## src/rtl/ucsbece154b_prefetch_pkg.sv

```systemverilog
// Shared types and constants for the instruction prefetcher.
package ucsbece154b_prefetch_pkg;

  typedef enum logic [1:0] {
    S_IDLE,
    S_FETCH,
    S_FLUSH
  } state_e;

  // Byte distance between consecutive fetch words
  localparam int unsigned PC_INC = 4;

  localparam int unsigned DEF_NR_ENTRIES      = 4;
  localparam int unsigned DEF_MAX_OUTSTANDING = 4;

  // Bits needed to count up to the larger of the two credit limits
  function automatic int unsigned cnt_width(input int unsigned a, input int unsigned b);
    return $clog2(((a > b) ? a : b) + 1);
  endfunction

  localparam int unsigned DEF_CNT_W = cnt_width(DEF_NR_ENTRIES, DEF_MAX_OUTSTANDING);

  typedef logic [DEF_CNT_W-1:0] cnt_t;

endpackage

```

## src/rtl/ucsbece154b_credit_cnt.sv

```systemverilog
// Up/down credit counter with synchronous clear and parallel load.
// clr has priority over ld; simultaneous inc and dec cancel out.
module ucsbece154b_credit_cnt #(
  parameter int unsigned W = 3
) (
  input  logic         clk,
  input  logic         clr,
  input  logic         ld,
  input  logic [W-1:0] ld_val,
  input  logic         inc,
  input  logic         dec,
  output logic [W-1:0] q
);

  // Counter register
  always_ff @(posedge clk) begin
    if (clr) begin
      q <= '0;
    end else if (ld) begin
      q <= ld_val;
    end else if (inc && !dec) begin
      q <= q + W'(1);
    end else if (dec && !inc) begin
      q <= q - W'(1);
    end
  end

endmodule

```

## src/rtl/ucsbece154b_prefetcher.sv

```systemverilog
// Instruction FIFO write-side producer: issues sequential word fetches,
// pushes in-order responses into the FIFO using a credit scheme, and drops
// responses that were in flight across a redirect.
// Optional: define PREFETCH_PERF_CNT_EN to add stall/drop perf counters.
module ucsbece154b_prefetcher
  import ucsbece154b_prefetch_pkg::*;
#(
  parameter int unsigned DATA_WIDTH      = 32,
  parameter int unsigned ADDR_WIDTH      = 32,
  parameter int unsigned NR_ENTRIES      = 4,
  parameter int unsigned MAX_OUTSTANDING = 4,
  parameter logic [ADDR_WIDTH-1:0] RESET_PC = '0
) (
  input  logic                  clk,
  input  logic                  rst,
  input  logic                  en_i,
  input  logic                  flush_i,
  input  logic [ADDR_WIDTH-1:0] flush_pc_i,
  output logic                  req_valid_o,
  output logic [ADDR_WIDTH-1:0] req_addr_o,
  input  logic                  req_ready_i,
  input  logic                  rsp_valid_i,
  input  logic [DATA_WIDTH-1:0] rsp_data_i,
  output logic                  push_o,
  output logic [DATA_WIDTH-1:0] push_data_o,
  input  logic                  fifo_pop_i,
  output logic                  busy_o
`ifdef PREFETCH_PERF_CNT_EN
  ,
  output logic [31:0]           stall_cycles_o,
  output logic [31:0]           dropped_rsp_o
`endif
);

  localparam int unsigned CW = cnt_width(NR_ENTRIES, MAX_OUTSTANDING);
  localparam int unsigned SW = CW + 1;

  state_e                state_q;
  logic [ADDR_WIDTH-1:0] pc_q;
  logic [CW-1:0]         occ_q;
  logic [CW-1:0]         inflight_q;
  logic [CW-1:0]         drop_q;
  logic [CW-1:0]         drop_nxt;
  logic [SW-1:0]         drop_sum;
  logic                  accept;
  logic                  rsp_drop;
  logic                  rsp_good;

  // Request issue gated by FIFO credits and outstanding-request budget
  assign req_valid_o = (state_q == S_FETCH) && en_i && !flush_i &&
                       ((SW'(occ_q) + SW'(inflight_q)) < SW'(NR_ENTRIES)) &&
                       ((SW'(inflight_q) + SW'(drop_q)) < SW'(MAX_OUTSTANDING));
  assign req_addr_o  = pc_q;
  assign accept      = req_valid_o && req_ready_i;

  // Response classification: stale responses are consumed by pending drops
  assign rsp_drop    = rsp_valid_i && (drop_q != '0);
  assign rsp_good    = rsp_valid_i && (drop_q == '0) && (inflight_q != '0);
  assign push_o      = rsp_good && !flush_i;
  assign push_data_o = push_o ? rsp_data_i : '0;
  assign busy_o      = (inflight_q != '0) || (drop_q != '0);

  // On redirect every response still owed becomes a drop; the ones arriving
  // this cycle are consumed here and not carried forward
  assign drop_sum = SW'(drop_q) + SW'(inflight_q) + SW'(accept)
                  - SW'(rsp_good) - SW'(rsp_drop);
  assign drop_nxt = flush_i ? CW'(drop_sum) : (drop_q - CW'(rsp_drop));

  ucsbece154b_credit_cnt #(.W(CW)) u_occ (
    .clk    (clk),
    .clr    (rst || flush_i),
    .ld     (1'b0),
    .ld_val ('0),
    .inc    (push_o),
    .dec    (fifo_pop_i),
    .q      (occ_q)
  );

  ucsbece154b_credit_cnt #(.W(CW)) u_inflight (
    .clk    (clk),
    .clr    (rst || flush_i),
    .ld     (1'b0),
    .ld_val ('0),
    .inc    (accept),
    .dec    (rsp_good),
    .q      (inflight_q)
  );

  ucsbece154b_credit_cnt #(.W(CW)) u_drop (
    .clk    (clk),
    .clr    (rst),
    .ld     (flush_i),
    .ld_val (CW'(drop_sum)),
    .inc    (1'b0),
    .dec    (rsp_drop),
    .q      (drop_q)
  );

  // Fetch PC and control state
  always_ff @(posedge clk) begin
    if (rst) begin
      state_q <= S_IDLE;
      pc_q    <= RESET_PC;
    end else begin
      if (flush_i) begin
        pc_q <= flush_pc_i;
      end else if (accept) begin
        pc_q <= pc_q + ADDR_WIDTH'(PC_INC);
      end
      case (state_q)
        S_IDLE: begin
          if (en_i) state_q <= S_FETCH;
        end
        S_FETCH: begin
          if (flush_i) begin
            if ((inflight_q != '0) || accept) state_q <= S_FLUSH;
          end else if (!en_i && (inflight_q == '0)) begin
            state_q <= S_IDLE;
          end
        end
        S_FLUSH: begin
          if (drop_nxt == '0) state_q <= S_FETCH;
        end
        default: state_q <= S_IDLE;
      endcase
    end
  end

`ifdef PREFETCH_PERF_CNT_EN
  // Saturating stall and dropped-response counters
  always_ff @(posedge clk) begin
    if (rst) begin
      stall_cycles_o <= '0;
      dropped_rsp_o  <= '0;
    end else begin
      if ((state_q == S_FETCH) && en_i && !req_valid_o && (stall_cycles_o != '1))
        stall_cycles_o <= stall_cycles_o + 32'd1;
      if ((rsp_drop || (rsp_good && flush_i)) && (dropped_rsp_o != '1))
        dropped_rsp_o <= dropped_rsp_o + 32'd1;
    end
  end
`endif

  // A response with nothing owed is a memory protocol violation
  rsp_protocol_a: assert property (@(posedge clk) disable iff (rst)
    !(rsp_valid_i && (drop_q == '0) && (inflight_q == '0)));

  // Credits guarantee the FIFO can never be overfilled
  credit_bound_a: assert property (@(posedge clk) disable iff (rst)
    ((SW'(occ_q) + SW'(inflight_q)) <= SW'(NR_ENTRIES)));

endmodule
```

## config.mk

```make
export PLATFORM = sky130hd
export DESIGN_NAME = ucsbece154b_prefetcher
export DESIGN_NICKNAME = d
export VERILOG_FILES = /design/src/rtl/ucsbece154b_prefetch_pkg.sv /design/src/rtl/ucsbece154b_credit_cnt.sv /design/src/rtl/ucsbece154b_prefetcher.sv
export SDC_FILE = /design/constraint.sdc
export NUM_CORES = 1
export LEC_CHECK = 0
export CORE_UTILIZATION = 25
export CTS_CLUSTER_SIZE = 12
export DETAILED_ROUTE_END_ITERATION = 12
export PLACE_DENSITY = 0.56
export SLEW_MARGIN = 0
export SYNTH_ARGS = -nofsm -noshare
export SYNTH_HDL_FRONTEND = slang
export SYNTH_HIERARCHICAL = 1
export SYNTH_SLANG_ARGS = --single-unit
```

## constraint.sdc

```tcl
create_clock -name clk -period 6.9 [get_ports clk]
set_input_delay 1.035 -clock clk [delete_from_list [all_inputs] [get_ports clk]]
set_output_delay 1.035 -clock clk [all_outputs]
set_load 0.02 [all_outputs]
```

# Yosys cells after proc, flatten, opt, wreduce, memory -nomap -nowiden
# Index checks and enable logic that the tools add are counted.
[word_totals] latchBits=0 reg_bits=43 out_inout_bits=67 inputBits=71 mem_bits_ro=0 ramBits=0 mem_count=0
[classes] bitwise=0 order_cmp=2 n_mul=0 mux=16 n_shift=0 reduce_logical=34 eq_ne=6 div_mod_pow=0 add_sub_neg=12
[op_table] cell="$mux W32" count=3
[op_table] cell="$add A32 B3 Y32 const B" count=1
[op_table] cell="$mux W3" count=7
[op_table] cell="$logic_and A1 B1 Y1" count=14
[op_table] cell="$mux W2" count=5
[op_table] cell="$logic_not A3 Y1" count=3
[op_table] cell="$sub A3 B1 Y3" count=3
[op_table] cell="$sub A3 B1 Y3 const B" count=3
[op_table] cell="$add A3 B3 Y4" count=2
[op_table] cell="$lt A4 B3 Y1 const B" count=2
[op_table] cell="$reduce_bool A2 Y1" count=4
[op_table] cell="$add A3 B1 Y3 const B" count=2
[op_table] cell="$logic_not A1 Y1" count=6
[op_table] cell="$ne A3 B2 Y1 const B" count=2
[op_table] cell="$pmux W2 S3" count=1
[op_table] cell="$reduce_bool A3 Y1" count=2
[op_table] cell="$ne A2 B2 Y1 const B" count=2
[op_table] cell="$reduce_and A4 Y1" count=1
[op_table] cell="$add A3 B1 Y3" count=1
[op_table] cell="$logic_or A1 B1 Y1" count=3
[op_table] cell="$eq A2 B1 Y1 const B" count=1
[op_table] cell="$eq A2 B2 Y1 const B" count=1
[op_table] cell="$logic_not A2 Y1" count=1

# Depth between registers and ports, before layout
[logic_depth] ltp_word=13 mapped_depth=16

# Cells and area by module
# The synthesis kept the hierarchy.
[by_module_without_submodules] mod="ucsbece154b_prefetcher" seq_area_each_um2=680.7 cells_per_inst=318 n_inst=1 area_per_inst_um2=2489.9
[by_module_without_submodules] mod="ucsbece154b_credit_cnt" seq_area_each_um2=60.1 cells_per_inst=19 n_inst=3 area_per_inst_um2=186.4

# Worst setup path before layout
# No wires, ideal clock.
[synth_path] kind="in2reg" startpoint="in flush_i" endpoint="reg state_q[0]" arrival_ns=3.474 path_stages=11 t_required_ns=6.785 path_slack_ns=3.311 setup_ns=0.115 cell_sequence="nor4b_2 -> and2_4 -> nand3_1 -> inv_2 -> fa_1 -> ha_1 -> ha_1 -> xor2_1 -> xnor2_1 -> o41a_1 -> a2111oi_0"
[synth_between] elab_chain_len=12 elab_cells_between_ends=17 classes_between="3 x add/sub; 3 x eq/ne; 3 x mux; 8 x reduce/logical"
[synth_lines] item="from (decl)" line="ucsbece154b_prefetcher.sv:17" rtl="input logic flush_i,"
[synth_lines] item="$logic_not A1 Y1" line="ucsbece154b_prefetcher.sv:50" rtl="assign req_valid_o = (state_q == S_FETCH) && en_i && !flush_i &&"
[synth_lines] item="$logic_and A1 B1 Y1 (2 in series)" line="ucsbece154b_prefetcher.sv:50"
[synth_lines] item="$logic_and A1 B1 Y1" line="ucsbece154b_prefetcher.sv:51" rtl="((SW'(occ_q) + SW'(inflight_q)) < SW'(NR_ENTRIES)) &&"
[synth_lines] item="$logic_and A1 B1 Y1" line="ucsbece154b_prefetcher.sv:54" rtl="assign accept = req_valid_o && req_ready_i;"
[synth_lines] item="via accept" line="ucsbece154b_prefetcher.sv:45" rtl="logic accept;"
[synth_lines] item="$add A3 B1 Y3" line="ucsbece154b_prefetcher.sv:65" rtl="assign drop_sum = SW'(drop_q) + SW'(inflight_q) + SW'(accept)"
[synth_lines] item="$sub A3 B1 Y3 (2 in series)" line="ucsbece154b_prefetcher.sv:66" rtl="- SW'(rsp_good) - SW'(rsp_drop);"
[synth_lines] item="via drop_sum[2]" line="ucsbece154b_prefetcher.sv:44" rtl="logic [SW-1:0] drop_sum;"
[synth_lines] item="$mux W3" line="ucsbece154b_prefetcher.sv:67" rtl="assign drop_nxt = flush_i ? CW'(drop_sum) : (drop_q - CW'(rsp_drop));"
[synth_lines] item="$logic_not A3 Y1" line="ucsbece154b_prefetcher.sv:122" rtl="if (drop_nxt == '0) state_q <= S_FETCH;"
[synth_lines] item="$ne A2 B2 Y1 (no line)"
[synth_lines] item="$reduce_and A4 Y1 (no line)"
[synth_lines] item="to (signal assigned)" line="ucsbece154b_prefetcher.sv:118" rtl="state_q <= S_IDLE;"
[synth_lines] item="to (signal assigned)" line="ucsbece154b_prefetcher.sv:122"
[synth_lines] item="to (signal assigned)" line="ucsbece154b_prefetcher.sv:124" rtl="default: state_q <= S_IDLE;"
[synth_lines] item="to (decl)" line="ucsbece154b_prefetcher.sv:38" rtl="state_e state_q;"
# The timed path passes the listed nets, and every way through them passes these cells.
# A chain may end at the register's enable or synchronous reset.

# Worst setup path after layout
# Ends and elaborated chain as after synthesis.

==> summary.md <==
| Metric | Value |
|---|---|
| Outcome | `finished, final reports clean` |
| Remaining DRCs | `0` |
| Yosys warns | `6` |
| Final setup violating endpoints | `0` |
| Mean Syn Cell Area | `8.13 sq um` |
| Placer Congestion | `0.787` |
| Root buffer cell | `clkbuf_16` |
| Clk_skew | `0.00803 ns` |
| Pwr dens | `193 nW/um^2` |
| Pin count of the biggest net entering global routing | `45` |
| CTS tree | `built` |
| Num rows | `39` |
| Syn Std Cell Area | `3050 sq um` |
| CTS clk-pin slew, worst paths | `0.06 ns` |
| Peak supply drop | `0.0000970 V` |
| First-pass GRT wire length | `15700 um` |
| Routed len/inst | `14.7 um` |
| R2R depth | `13` |
| Netlist cell types | `55` |
| Die width | `112 um` |
| Post-synth EDFFs | `0` |
| NumNets Final | `610` |
| Top post-synthesis cells by area | `dfxtp_1, and2_1, ha_1, nand2_1, or4_1` |
| Initial antenna violation count | `0` |
| ANT nets after route | `0` |
| GRT overflow | `0` |
| Max FO, Critical Path | `33` |
| Pre-antenna DRT Iters | `4` |
| Clk sinks | `43` |
| Area of the multi-input gates | `2070 sq um` |
| Pre-CTS worst setup slack | `2.18 ns` |
| Period utilization | `0.643` |
| Peak Freq | `226 MHz` |
| Crit path time final | `4.43 ns` |
| Hold path cells | `2` |
| Fraction of layout cells with a size suffix above 1 | `0.0499` |
| Drt total wl | `9740 um` |
| PortBufs | `137` |
| Filler cell count | `1162` |
| Die area | `12600 sq um` |
| Seq/Total Area, Yosys | `0.282` |
| Crit Path Class | `input port to register` |
| Setup TNS | `0 ns` |
| Worst-margin pin slew | `1.00 ns` |
| First DRT Iteration DRCs | `158` |
| Top_reg_cell synth | `dfxtp_1` |
| TritonCTS buffer count | `5` |
| Synthesized instance count | `375` |
| Postcts setup bufs | `0` |
| Initial Utilization | `0.261` |
| Total placed instance area | `4610 sq um` |
| Post-layout utilization of the core | `0.410` |
| Inserted Diodes | `0` |
| Yosys reg bits | `43` |
| Area Overhead vs Synth | `56.7%` |
| Clock tree buffer depth | `2` |
| Final worst slack | `2.47 ns` |
| Via density | `4.86` |
| Die Y-Extent | `112 um` |
| Vias in the first global route | `3062` |
| Max_cap viols | `0` |
| Critical path endpoint category | `register` |
| Async set-reset flop share out of synthesis | `0` |
| Arrival time worst endpoint | `4.58 ns` |
| Gr usage total | `0.156` |
| Hold Crit Class | `register to register` |
| Final Hold Fails | `0` |
| Skew-Pair Late Insertion Delay | `0.29 ns` |
| DP HPWL | `7650 um` |
| Cts repair resizes | `0` |
| Slew headroom | `0.326` |
| RSZ-0062 raised after global routing | `no` |
| Critical Path RT | `7.05 ns` |
| Post-Layout Inst Area | `4780 sq um` |
| Ports | `138` |
| Register area | `861 sq um` |
| Fin. max-slew vios | `0` |
| CP startpoint kind | `input port` |
| Tot Pwr | `921 uW` |
| Core area | `11700 sq um` |
| Hold bufs inserted after CTS | `0` |
| P_leak | `1.79 nW` |
| Total number of vias | `3224` |
| H-Tree Depth | `2` |
| Synth top area share | `0.282` |
| Yosys top cell by area | `dfxtp_1` |
## layout make-up
type,count,area share
Clock buffer,5,0.0262
Multi-Input combinational cell,302,0.433
Sequential cell,43,0.180
Inverter,28,0.0220
Timing Repair Buffer,140,0.292
Tap cell,143,0.0374
Clock inverter,3,0.00916
## power breakdown
part	internal (mW)	switching (mW)	total, mW
clock	0.171	0.103	0.274
sequential	0.271	0.0377	0.309
combinational	0.173	0.166	0.338
## cells by family after synthesis
group,after synthesis,synth area share
AND/OR/NAND/NOR,164,0.306
AO/OA/AOI/OAI,76,0.178
buffers and inverters,44,0.0558
flip-flops,43,0.282
adder cells (fa/ha/maj),19,0.0903
XOR/XNOR,17,0.0488
multiplexers,11,0.0373
other,1,0.00123
## registers in the layout (all words and copies together) (netlist names)
name          flops
req_addr_o       32
state_q           2
u_drop/q          3
u_inflight/q      3
u_occ/q           3
## layout by cell type, fill, tap and decap left out, types with 4 or more instances in the layout
cell type	n
clkbuf_16	5
o31a_1	4
o211ai_1	4
a21oi_1	14
nand2_1	32
conb_1	15
xor2_1	11
or3_1	9
ha_1	14
a311oi_1	8
or4_1	14
inv_1	26
nand3_1	15
xnor2_1	6
nand4_1	4
fa_1	5
mux2i_1	8
a31oi_1	12
o21ai_0	5
nor3_1	12
o21a_1	4
o311ai_0	6
clkdlybuf4s50_1	137
and2_1	33
nor2_1	24
nand2b_1	4
dfxtp_1	43
## synth_stat cells (3+ instances only)
master,n
o211ai_1,4
a311oi_1,8
nand4_1,4
nand3_1,15
and2_1,33
nand2b_1,4
xor2_1,11
nor3_1,12
ha_1,14
xnor2_1,6
or3_1,9
nor2_1,24
or4_1,14
o21a_1,4
a22oi_1,3
o311ai_0,6
mux2i_1,8
dfxtp_1,43
a21oi_1,14
clkbuf_1,11
buf_2,4
fa_1,5
a31oi_1,12
nand2_1,32
o21ai_0,5
inv_1,26
mux2_2,3
a211oi_1,3
o31a_1,4
## worst paths after layout
| path | startpoint | end | slack, ns |
|---|---|---|---|
| max | flush_i | state_q[0] | 2.47 |
| min | req_addr_o[31] | req_addr_o[31] | 0.51 |
| max reg2reg | u_drop/q[0] | state_q[0] | 2.83 |
| min reg2reg | req_addr_o[31] | req_addr_o[31] | 0.51 |
## routing by layer
metal  GRT usage  vias to the layer above  part of all wire
met5           0                        -                 0
met4      0.0418                        0             0.013
met2       0.254                       70              0.48
met3      0.0270                        8             0.037
li1            -                     1644                 -
met1       0.212                     1502              0.47
## worst max-delay path, cell delays in order
cell,delay [ns]
clkdlybuf4s50_1,0.41
buf_4,0.26
nor4b_2,0.35
and2_4,0.22
nand3_1,0.24
inv_2,0.28
fa_1,0.43
ha_1,0.21
ha_1,0.18
xor2_1,0.15
xnor2_1,0.14
o41a_1,0.34
a2111oi_0,0.33
## stage by stage
step | std cells | hold WS, ns
global route | 664 | 0.545
global placement | 656 | 0.489
floorplan | 389 | 0.489
CTS | 664 | 0.516
finish | 664 | 0.515
detailed placement | 656 | 0.491
Note: power is estimated with default switching activity, not from simulation.
